==> config.mk <==
export PLATFORM = sky130hd
export DESIGN_NAME = sc1_boot_sequencer
export DESIGN_NICKNAME = d
export VERILOG_FILES = /design/src/rtl/sc1_boot_sequencer.sv
export SDC_FILE = /design/constraint.sdc
export NUM_CORES = 1
export LEC_CHECK = 0
export CAP_MARGIN = 20
export CORE_UTILIZATION = 45
export CTS_CLUSTER_SIZE = 8
export DETAILED_ROUTE_END_ITERATION = 6
export GPL_ROUTABILITY_DRIVEN = 0
export PLACE_DENSITY = 0.71
export SLEW_MARGIN = 40
export SYNTH_ARGS = -nofsm -noshare
export SYNTH_HDL_FRONTEND = slang
export SYNTH_SLANG_ARGS = --single-unit
==> constraint.sdc <==
create_clock -name clk -period 5.2 [get_ports clk]
set_clock_uncertainty 0.2 [all_clocks]
set_input_delay 1.56 -clock clk [delete_from_list [all_inputs] [get_ports clk]]
set_output_delay 1.56 -clock clk [all_outputs]
set_load 0.05 [all_outputs]
==> src/rtl/sc1_boot_sequencer.sv <==
// sc1_boot_sequencer
//   Start-up sequencer for sc1_soc. Holds the CPU in reset through a power-on
//   delay, then opens a UART boot window in which a host may stream a program
//   into instruction memory. The CPU is released when the window times out or
//   a load completes with ACK.
//
//   Host protocol: 0x55 sync, word count N (16 bit, low byte first), then
//   N little-endian 32-bit words. The reply is 0x06 (ACK) or 0x15 (NAK).
//
// Ports
//   clk         system clock
//   reset_n     asynchronous active-low reset
//   rx_data     received UART byte
//   rx_valid    1-cycle strobe, rx_data valid
//   tx_data     byte to transmit
//   tx_valid    transmit request, held until tx_ready
//   tx_ready    transmitter accepts tx_data on tx_valid & tx_ready
//   imem_we     imem write strobe, 1 cycle per word
//   imem_addr   imem write word address
//   imem_wdata  imem write data
//   cpu_reset   active-high CPU reset, low only in RUN
//   booting     high in every state except RUN
//
// States
//   state  | meaning
//   POR    | power-on delay, counter runs until bit RESET_TIMER_BIT sets
//   LISTEN | boot window open, waiting for 0x55 sync
//   LEN0   | waiting for word count low byte
//   LEN1   | waiting for word count high byte
//   DATA   | receiving program words
//   ACK    | sending 0x06, then release CPU
//   NAK    | sending 0x15, then reopen boot window
//   RUN    | CPU running, terminal until reset
module sc1_boot_sequencer #(
  parameter int WIDTH_D         = 32,
  parameter int DEPTH_I         = 10,
  parameter int RESET_TIMER_BIT = 24,
  parameter int LISTEN_CYCLES   = 12000000,
  parameter int BYTE_TIMEOUT    = 120000
) (
  input  logic               clk,
  input  logic               reset_n,
  input  logic [7:0]         rx_data,
  input  logic               rx_valid,
  output logic [7:0]         tx_data,
  output logic               tx_valid,
  input  logic               tx_ready,
  output logic               imem_we,
  output logic [DEPTH_I-1:0] imem_addr,
  output logic [WIDTH_D-1:0] imem_wdata,
  output logic               cpu_reset,
  output logic               booting
);

  localparam int LW = (LISTEN_CYCLES > 1) ? $clog2(LISTEN_CYCLES) : 1;
  localparam int IW = $clog2(BYTE_TIMEOUT + 1);
  localparam logic [LW-1:0] LISTEN_LAST = LW'(LISTEN_CYCLES - 1);
  localparam logic [IW-1:0] IDLE_LAST   = IW'(BYTE_TIMEOUT - 1);
  localparam logic [16:0]   CAPACITY    = 17'(2 ** DEPTH_I);

  typedef enum logic [2:0] {
    ST_POR, ST_LISTEN, ST_LEN0, ST_LEN1, ST_DATA, ST_ACK, ST_NAK, ST_RUN
  } state_t;

  state_t state, state_nxt;

  logic [RESET_TIMER_BIT:0] por_cnt;
  logic [LW-1:0]            listen_cnt;
  logic [IW-1:0]            idle_cnt;
  logic [7:0]               len_lo;
  logic [15:0]              len_words;
  logic [DEPTH_I-1:0]       word_idx;
  logic [1:0]               byte_idx;

  logic [15:0] len_rx;
  logic        in_load;
  logic        idle_expire;
  logic        word_done;
  logic        last_word;

  logic       cpu_reset_d;
  logic       booting_d;
  logic       tx_valid_d;
  logic [7:0] tx_data_d;

  assign len_rx      = {rx_data, len_lo};
  assign in_load     = (state == ST_LEN0) || (state == ST_LEN1) || (state == ST_DATA);
  // A byte arriving on the expiry cycle keeps the load alive.
  assign idle_expire = in_load && !rx_valid && (idle_cnt == IDLE_LAST);
  assign word_done   = (state == ST_DATA) && rx_valid && (byte_idx == 2'd3);
  assign last_word   = (16'(word_idx) == (len_words - 16'd1));

  always_ff @(posedge clk or negedge reset_n) begin
    if (!reset_n) state <= ST_POR;
    else          state <= state_nxt;
  end

  always_comb begin
    state_nxt = state;
    case (state)
      ST_POR:    if (por_cnt[RESET_TIMER_BIT]) state_nxt = ST_LISTEN;
      ST_LISTEN: begin
        // Sync wins over a coincident window expiry.
        if (rx_valid && (rx_data == 8'h55))  state_nxt = ST_LEN0;
        else if (listen_cnt == LISTEN_LAST) state_nxt = ST_RUN;
      end
      ST_LEN0: begin
        if (rx_valid)         state_nxt = ST_LEN1;
        else if (idle_expire) state_nxt = ST_NAK;
      end
      ST_LEN1: begin
        if (rx_valid) begin
          if (len_rx == 16'd0)                 state_nxt = ST_ACK;
          else if ({1'b0, len_rx} > CAPACITY) state_nxt = ST_NAK;
          else                                 state_nxt = ST_DATA;
        end else if (idle_expire) begin
          state_nxt = ST_NAK;
        end
      end
      ST_DATA: begin
        if (word_done && last_word) state_nxt = ST_ACK;
        else if (idle_expire)       state_nxt = ST_NAK;
      end
      ST_ACK:  if (tx_ready) state_nxt = ST_RUN;
      ST_NAK:  if (tx_ready) state_nxt = ST_LISTEN;
      ST_RUN:  state_nxt = ST_RUN;
      default: state_nxt = ST_POR;
    endcase
  end

  // Outputs are registered from the next state so they line up with it.
  always_comb begin
    cpu_reset_d = (state_nxt != ST_RUN);
    booting_d   = (state_nxt != ST_RUN);
    tx_valid_d  = (state_nxt == ST_ACK) || (state_nxt == ST_NAK);
    tx_data_d   = 8'h00;
    if (state_nxt == ST_ACK)      tx_data_d = 8'h06;
    else if (state_nxt == ST_NAK) tx_data_d = 8'h15;
  end

  always_ff @(posedge clk or negedge reset_n) begin
    if (!reset_n) begin
      cpu_reset  <= 1'b1;
      booting    <= 1'b1;
      tx_valid   <= 1'b0;
      tx_data    <= 8'h00;
      imem_we    <= 1'b0;
      imem_addr  <= '0;
      imem_wdata <= '0;
      por_cnt    <= '0;
      listen_cnt <= '0;
      idle_cnt   <= '0;
      len_lo     <= 8'h00;
      len_words  <= 16'h0000;
      word_idx   <= '0;
      byte_idx   <= 2'd0;
    end else begin
      cpu_reset <= cpu_reset_d;
      booting   <= booting_d;
      tx_valid  <= tx_valid_d;
      tx_data   <= tx_data_d;

      if (state == ST_POR) por_cnt <= por_cnt + 1'b1;

      // Cleared whenever the window is left so a NAK reopens a full window.
      if ((state == ST_LISTEN) && (state_nxt == ST_LISTEN)) listen_cnt <= listen_cnt + 1'b1;
      else                                                  listen_cnt <= '0;

      if (in_load && !rx_valid) idle_cnt <= idle_cnt + 1'b1;
      else                      idle_cnt <= '0;

      imem_we <= word_done;
      if (word_done) imem_addr <= word_idx;

      if ((state == ST_LEN0) && rx_valid) len_lo <= rx_data;

      if ((state == ST_LEN1) && rx_valid) begin
        len_words <= len_rx;
        word_idx  <= '0;
        byte_idx  <= 2'd0;
      end

      // A partial word left by a timeout is simply overwritten by the next load.
      if ((state == ST_DATA) && rx_valid) begin
        case (byte_idx)
          2'd0:    imem_wdata[7:0]   <= rx_data;
          2'd1:    imem_wdata[15:8]  <= rx_data;
          2'd2:    imem_wdata[23:16] <= rx_data;
          default: imem_wdata[31:24] <= rx_data;
        endcase
        byte_idx <= byte_idx + 2'd1;
        if (byte_idx == 2'd3) word_idx <= word_idx + 1'b1;
      end
    end
  end

endmodule
# Yosys cells after proc, flatten, opt, wreduce, memory -nomap -nowiden
# Cells that the tools add are included.
[totals] regBits=158 input_bits=12 out_inout_bits=54
[op_classes] n_addsub=6 magnitude_cmp=1 n_eq_ne=18 muxes=21 bitwise_logic=1 n_reduce_logical=22
[op_table] cell="2-to-1 mux 10 bit" n=3
[op_table] cell="2-to-1 mux 3 bit" n=9
[op_table] cell="adder 25 x 1 -> 25 bit (second input constant)" n=1
[op_table] cell="adder 24 x 1 -> 24 bit (second input constant)" n=1
[op_table] cell="equality test 24 bit (second input constant)" n=1
[op_table] cell="2-to-1 mux 24 bit" n=1
[op_table] cell="one-hot mux 3 bit (8 select lines)" n=1
[op_table] cell="equality test 3 bit (second input constant)" n=6
[op_table] cell="adder 17 x 1 -> 17 bit (second input constant)" n=1
[op_table] cell="equality test 17 bit (second input constant)" n=1
[op_table] cell="2-to-1 mux 17 bit" n=1
[op_table] cell="equality test 10 x 16 -> 1 bit" n=1
[op_table] cell="greater-than comparator 16 x 11 -> 1 bit (second input constant)" n=1
[op_table] cell="zero test 16 bit" n=1
[op_table] cell="subtractor 16 x 1 -> 16 bit (second input constant)" n=1
[op_table] cell="adder 10 x 1 -> 10 bit (second input constant)" n=1
[op_table] cell="2-to-1 mux 5 bit" n=2
[op_table] cell="logical AND 1 bit" n=9
[op_table] cell="equality test 8 x 7 -> 1 bit (second input constant)" n=1
[op_table] cell="2-to-1 mux 2 bit" n=4
[op_table] cell="AND reduction 2 bit" n=4
[op_table] cell="equality test 3 x 1 -> 1 bit (second input constant)" n=2
[op_table] cell="equality test 3 x 2 -> 1 bit (second input constant)" n=2
[op_table] cell="equality test 2 bit (second input constant)" n=2
[op_table] cell="other kinds (10)" n=12

# Logic depth before layout (Yosys ltp)
# Gate-level depths: netlist of the first run.
[depth] ltp_word=11 depth_mapped=11

# Worst setup path after synthesis of the first run
# Ideal clock, no wire load.
[synth_path] path_kind="input port to flip-flop" from="input rx_data[3]" to="register listen_cnt[15]" arrival_ns=3.185 t_required_ns=4.881 setup_slack_ns=1.696 cell_stages=9 path_cell_list="clkbuf_1 -> or4_1 -> nor3_1 -> nor2b_1 -> o221ai_2 -> or2_1 -> buf_6 -> buf_6 -> nor2_1"
[synth_between] elab_chain_len=8 word_cells_on_any_way=12
[synth_lines] item="from (decl)" line_no="43" rtl="input logic [7:0] rx_data,"
[synth_lines] item="greater-than comparator 16 x 11 -> 1 bit" line_no="114" rtl="else if ({1'b0, len_rx} > CAPACITY) state_nxt = ST_NAK;"
[synth_lines] item="2-to-1 mux 2 bit" line_no="114"
[synth_lines] item="2-to-1 mux 2 bit" line_no="113" rtl="if (len_rx == 16'd0) state_nxt = ST_ACK;"
[synth_lines] item="2-to-1 mux 3 bit" line_no="112" rtl="if (rx_valid) begin"
[synth_lines] item="one-hot mux 3 bit (8 select lines) (*)" line_no="100" rtl="case (state)"
[synth_lines] item="named net state_nxt[1]" line_no="65" rtl="state_t state, state_nxt;"
[synth_lines] item="equality test 3 x 1 -> 1 bit (*)" line_no="166" rtl="if ((state == ST_LISTEN) && (state_nxt == ST_LISTEN)) listen_cnt <= listen_cnt + 1'b1;"
[synth_lines] item="logical AND 1 bit (*)" line_no="166"
[synth_lines] item="2-to-1 mux 24 bit (*)" line_no="166"
[synth_lines] item="to (signal assigned)" line_no="166"
[synth_lines] item="to (decl)" line_no="68" rtl="logic [LW-1:0] listen_cnt;"
# Mark *: on every way through the listed nets, which the timed path passes. The rest lies on a longest branch.
# A chain may end at the register's enable or synchronous reset.

# Worst setup path in the final report of the first run
[layout_path] from="input rx_valid" to="register tx_data[2]"
[layout_between] word_cells_on_any_way=17
[layout_lines] item="from (decl)" line_no="44" rtl="input logic rx_valid,"
[layout_lines] item="logical AND 1 bit (*) (2 in a row)" line_no="90" rtl="assign word_done = (state == ST_DATA) && rx_valid && (byte_idx == 2'd3);"
[layout_lines] item="named net word_done" line_no="78" rtl="logic word_done;"
[layout_lines] item="logical AND 1 bit (*)" line_no="121" rtl="if (word_done && last_word) state_nxt = ST_ACK;"
[layout_lines] item="2-to-1 mux 3 bit (*)" line_no="121"
[layout_lines] item="one-hot mux 3 bit (8 select lines) (*)" line_no="100"
[layout_lines] item="named net state_nxt[0]" line_no="65"
[layout_lines] item="equality test 3 bit" line_no="138" rtl="else if (state_nxt == ST_NAK) tx_data_d = 8'h15;"
[layout_lines] item="2-to-1 mux 5 bit" line_no="138"
[layout_lines] item="2-to-1 mux 5 bit (*)" line_no="137" rtl="if (state_nxt == ST_ACK) tx_data_d = 8'h06;"
[layout_lines] item="named net tx_data_d[2]" line_no="84" rtl="logic [7:0] tx_data_d;"
[layout_lines] item="to (signal assigned)" line_no="161" rtl="tx_data <= tx_data_d;"
[layout_lines] item="to (decl)" line_no="45" rtl="output logic [7:0] tx_data,"
# Marked as above.

==> results of run 1 <==
logic make-up after synthesis:
family | Yosys count
AOI/OAI and AO/OA | 38
xor gates and xnor gates | 76
adders and majority gates | 10
buffers and inverters | 42
DFF | 152
muxes | 53
other | 1
and+or+nand+nor | 284
cell type report:
class                      instances  area share (%)
clock buffer                      24            5.72
clock inverter                     7            1.12
inverter                          15           0.669
multi-input combinational        465            36.1
sequential                       152            45.2
tap                              211            3.14
timing repair buffer              67            7.99
flip-flops by register name (all words and copies together) (netlist names):
signal and cells:
imem_we 1, len_lo 8, booting 1, por_cnt 25, imem_addr 10, byte_idx 2
idle_cnt 17, tx_data 3, state 3, len_words 16, word_idx 10, imem_wdata 32
listen_cnt 24
routing by layer:
metal / wire, µm / global-route usage, % / vias up
met5: 0 / 0 / -
met4: 162 / 6.58 / 0
met3: 656 / 5.23 / 15
met2: 6990 / 31.9 / 101
met1: 6470 / 25.8 / 2480
li1: - / - / 2358
where the power goes:
part | leakage [nW] | switching [mW] | internal, mW
sequential | 2.05 | 0.235 | 1.41
clock | 0.276 | 0.446 | 0.741
combinational | 1.40 | 0.797 | 0.493
total | 3.72 | 1.48 | 2.65
critical path: stages:
cell and delay [ps]:
clkdlybuf4s50_1 590, nor4bb_1 240, buf_4 190, nand2_1 60, buf_4 200, inv_1 160
nand3_1 90, nor4_1 330, and4_1 290, or2_1 170, o22ai_1 80
worst paths after layout:
kind	endpoint	slack (ps)	depth (start not counted)
setup / recovery	tx_data[2]	1320	11
hold / removal	por_cnt[14]	270	1
min in group asynchronous	imem_wdata[1]	1010	1
setup reg to reg	listen_cnt[2]	2270	8
max in group asynchronous	booting	2940	2
hold reg to reg	por_cnt[14]	270	1
cell usage in the layout (no fill, tap or decap), types with 8 or more instances in the layout:
cell type / count
clkbuf_16: 17
nor2_1: 75
nor3_1: 8
nand4_1: 17
inv_1: 15
ha_1: 10
dfrtp_1: 151
xor2_1: 32
clkdlybuf4s50_1: 60
xnor2_1: 44
nand3_1: 34
mux2_2: 52
o21ai_0: 12
nand2_1: 89
and3_1: 18
==> metrics.txt, run 1 <==
fmax=257 MHz; CP Class=primary input to flip-flop; mux cell area share after synthesis=8.45%; GR Overflow Total=0; Critical path origin=rx_valid; aggregate negative setup slack=0 ps; die area=16200 µm²; Nets=740; RSZ-0062 raised after global routing=false; Vias/cell=5.26; count of final setup violators=0; CTS sink cnt=152; final cell count without fillers=941; power density over the cells=490 nW/µm²; most common cell in the netlist=dfrtp_1; number of global-route vias before repair=5113; Inserted Clock Buffers=17; Slew HR=43.5%; top post-synthesis cells by count=dfrtp_1 (151), nand2_1 (89), nor2_1 (75); CP Launch Type=primary input; first-pass GRT wire length=25000 µm; Final Hold Vio Count=0; area of the mapped netlist=7050 µm²; Total Routing Usage GR=19.7%; Iter 0 DRT Violations=450; Initial DRT Pass Iterations=5; register area share after synthesis=54.0%; worst vdd ir=0.380 mV; register area=3800 µm²; Synth top area share=53.6%; Synthesis Warnings=0; RR Startpoint=state[1]; placed cell area=7830 µm²; final worst-path cycle share=74.7%; Top FF cell, synth=dfrtp_1; # port buffers=61; total power=4.13 mW; Worst Setup End Kind=flip-flop; DRC violation count after routing=0; Post-Synth Adder-Cell Area=1.78%; post-CTS sizing=0; layout cells sized above 1=13.3%; status=finished clean; hold buffers post-CTS=0; Wirelength per Cell=15.2 µm; final instance area=8410 µm²; critical path arrival=3970 ps; Critical Path RT=5290 ps; largest net degree at the start of global routing=93; Syn Inst Count=656; Core ar.=15300 µm²; post-layout util=55.1%; Synth Area in XOR/XNOR=9.45%; largest family of logic cells by synthesized area=simple AND/OR/NAND/NOR gates; min-delay src=por_cnt[14]; critical path peak fanout=18; worst hold-check path type=flip-flop to flip-flop; Setup WS post-layout=1320 ps; Distinct cells, synth=56; clock-pin transition on the worst setup and hold timing paths=60 ps; routed via count=4954; Max Buffers Root-to-Sink=2; number of filler cells placed in the layout=1278; Die H=127 µm; Max Cap Viol=0; Post-CTS Setup Bufs=0; post-route ant nets=0; WL final=14300 µm; asr flop ratio synth=100%; # rows=45; number of synthesized flops with an enable pin=0; initial antenna violation count=0; crit path time final=3880 ps; area of the multi-input gates=3040 µm²; Synth area leader=dfrtp_1; placed insts=910; CTS tree=yes; Slew Limit Fails=0; synthesis-to-layout area growth=19.4%; Root Driver=clkbuf_16; Top Ports=66; Chip Width=127 µm; diodes inserted=0; DP HPWL=9670 µm; CTS H-Tree Depth=4; syn avg cell area=10.7 µm²; post-place setup slack=878 ps; initial core utilization=46.2%; final hold slack=274 ps; measured slew at the worst slew-check pin=845 ps; post-synthesis register bit count=152; Compound-Gate Fraction of Synth Area=3.66%; top post-synthesis cells by area=dfrtp_1 (54%), mux2_2 (8.3%), xnor2_1 (5.5%); Worst-Skew Late Latency=410 ps; Simple-Gate Fraction of Synth Area=19.5%; P_leak=3.72 nW
No activity file was read; power rests on OpenSTA's default activity.
==> run 2, diff against run 1 <==
- PLACE_DENSITY: 0.71 -> 0.74
- clock period: 5.2 -> 3.2 ns (I/O delays scaled with it)
==> run 2 against run 1 <==
  * Via count increased by 2.3%
  * Clock power increased by 89%
  * First-iteration DRC count down 14%
  * Cell count rose by 2.6%
==> metrics.txt, run 2 (same netlist as run 1, synthesis figures left out) <==
worst vdd ir=0.491 mV; Final Hold Vio Count=0; switching power=2.46 mW; placed insts=933; register area=3800 µm²; Reg with most FFs=imem_wdata; initial antenna violation count=0; worst hold-check path type=flip-flop to flip-flop; Worst Setup End Kind=flip-flop; DRC violation count after routing=0; status=finished clean; number of filler cells placed in the layout=1259; critical path peak fanout=24; Nets=763; Top Ports=66; final cell count without fillers=965; CTS sink cnt=152; Vias/cell=5.25; logic gate share of total power=30.3%; synthesis-to-layout area growth=23.3%; P_leak=3.88 nW; # port buffers=61; R2R setup slack=420 ps; worst reg2reg path endpoint=por_cnt[24]; largest net degree at the start of global routing=73; Initial DRT Pass Iterations=5; critical path arrival=3220 ps; die area=16200 µm²; Slew Limit Fails=0; first-pass GRT wire length=25200 µm; DP HPWL=10200 µm; Critical path origin=rx_data[1]; fmax=325 MHz; CP peak stage delay=470 ps; most frequent cells in the layout=dfrtp_1 (151), nand2_1 (89), nor2_1 (75), clkdlybuf4s50_1 (60), mux2_2 (52); Max Cap Viol=0; Wirelength per Cell=15.2 µm; post-route ant nets=0; count of final setup violators=0; Post-CTS Setup Bufs=0; Max Buffers Root-to-Sink=2; Chip Width=127 µm; CP top delay family=simple AND/OR/NAND/NOR gates; Regs by FF count=imem_wdata: 32 flops, por_cnt: 25 flops, listen_cnt: 24 flops; total power=7.08 mW; Inserted Clock Buffers=17; hold buffers post-CTS=0; CP Buf/Inv Count=2; Root Driver=clkbuf_16; routed via count=5069; crit path cell chain=clkdlybuf4s50_1, nor4_1, nand3_1, o21a_1, o311ai_0, o221ai_2, or2_1, buf_12, nor2_1; Sequential Power Share=37.9%; number of global-route vias before repair=5159; area of the multi-input gates=3030 µm²; Slew HR=55.1%; WL final=14700 µm; GR Overflow Total=0; Die H=127 µm; CP Class=primary input to flip-flop; R2R depth=7; crit path time final=3070 ps; Core ar.=15300 µm²; post-CTS sizing=0; diodes inserted=0; CTS H-Tree Depth=4; RSZ-0062 raised after global routing=false; Total Routing Usage GR=19.9%; slowest stage cell, crit path=clkdlybuf4s50_1; WHS Endpoint=por_cnt[14]; power density over the cells=815 nW/µm²; # rows=45; measured slew at the worst slew-check pin=674 ps; layout cells sized above 1=16.3%; Iter 0 DRT Violations=387; most common cell after layout, fill and taps aside=dfrtp_1; Internal Power=4.62 mW; Worst Hold Depth=1; RR Startpoint=state[0]; Critical Path RT=3350 ps; CTS tree=yes; Worst-Skew Late Latency=420 ps; final worst-path cycle share=96.0%; Sw Ratio=34.8%; Largest register FFs=32; min-delay src=por_cnt[14]; CP Launch Type=primary input; Clock power frac=31.8%; initial core utilization=46.2%; clock-pin transition on the worst setup and hold timing paths=60 ps
run 2: changes by cell type in the layout (fill, tap and decap cells not counted), sizes merged:
cell    previous run  this run
buf                6        30
clkbuf            25        21
bufinv             2         5
clkinv             3         4
run 2: power groups by stage:
stage	Combinational, mW	Sequential [mW]	Clock (mW)
2_1_floorplan	1.04	3.11	0
3_3_place_gp	2.08	2.67	0
3_5_place_dp	2.13	2.70	0
4_1_cts	2.16	2.68	2.28
5_1_grt	2.32	2.74	2.37
6_report	2.15	2.68	2.25
run 2: area by class of cell:
cell class	count	share of cell area (%)
Tap cell	211	3.04
Multi-Input combinational cell	465	34.9
Clock inverter	11	2.22
Timing Repair Buffer	90	9.84
Inverter	15	0.648
Clock buffer	21	5.53
Sequential cell	152	43.8
run 2: per-stage QoR:
stage / cell area, µm² / setup slack (ps) / TNS, ps / hold WS [ps] / util [%]
after CTS: 8690 / 192 / 0 / 267 / 56.9
after floorplan: 7060 / 296 / 0 / 238 / -
after detailed placement: 8010 / -280 / -6430 / 255 / 52.5
after global placement: 8010 / -101 / -2530 / 251 / 52.5
after global routing: 8690 / 15.9 / 0 / 284 / 56.9
final: 8690 / 127 / 0 / 267 / 56.9
run 2: per-layer routing:
metal | wire length [µm] | up-vias | global-route usage (%) | part of all wire, %
met1 | 6440 | 2510 | 25.0 | 44
met5 | 0 | - | 0 | 0
met4 | 400 | 0 | 9.24 | 2.7
met2 | 7080 | 127 | 32.2 | 48
met3 | 792 | 34 | 5.61 | 5.4
li1 | - | 2398 | - | -
run 2: worst max-delay path by stage:
| stage | cells past startpoint | to |
|---|---|---|
| 2_1_floorplan | 9 | listen_cnt[15] |
| 3_3_place_gp | 9 | tx_data[2] |
| 3_5_place_dp | 9 | listen_cnt[12] |
| 4_1_cts | 9 | listen_cnt[12] |
| 5_1_grt | 9 | listen_cnt[12] |
| 6_report | 9 | listen_cnt[12] |
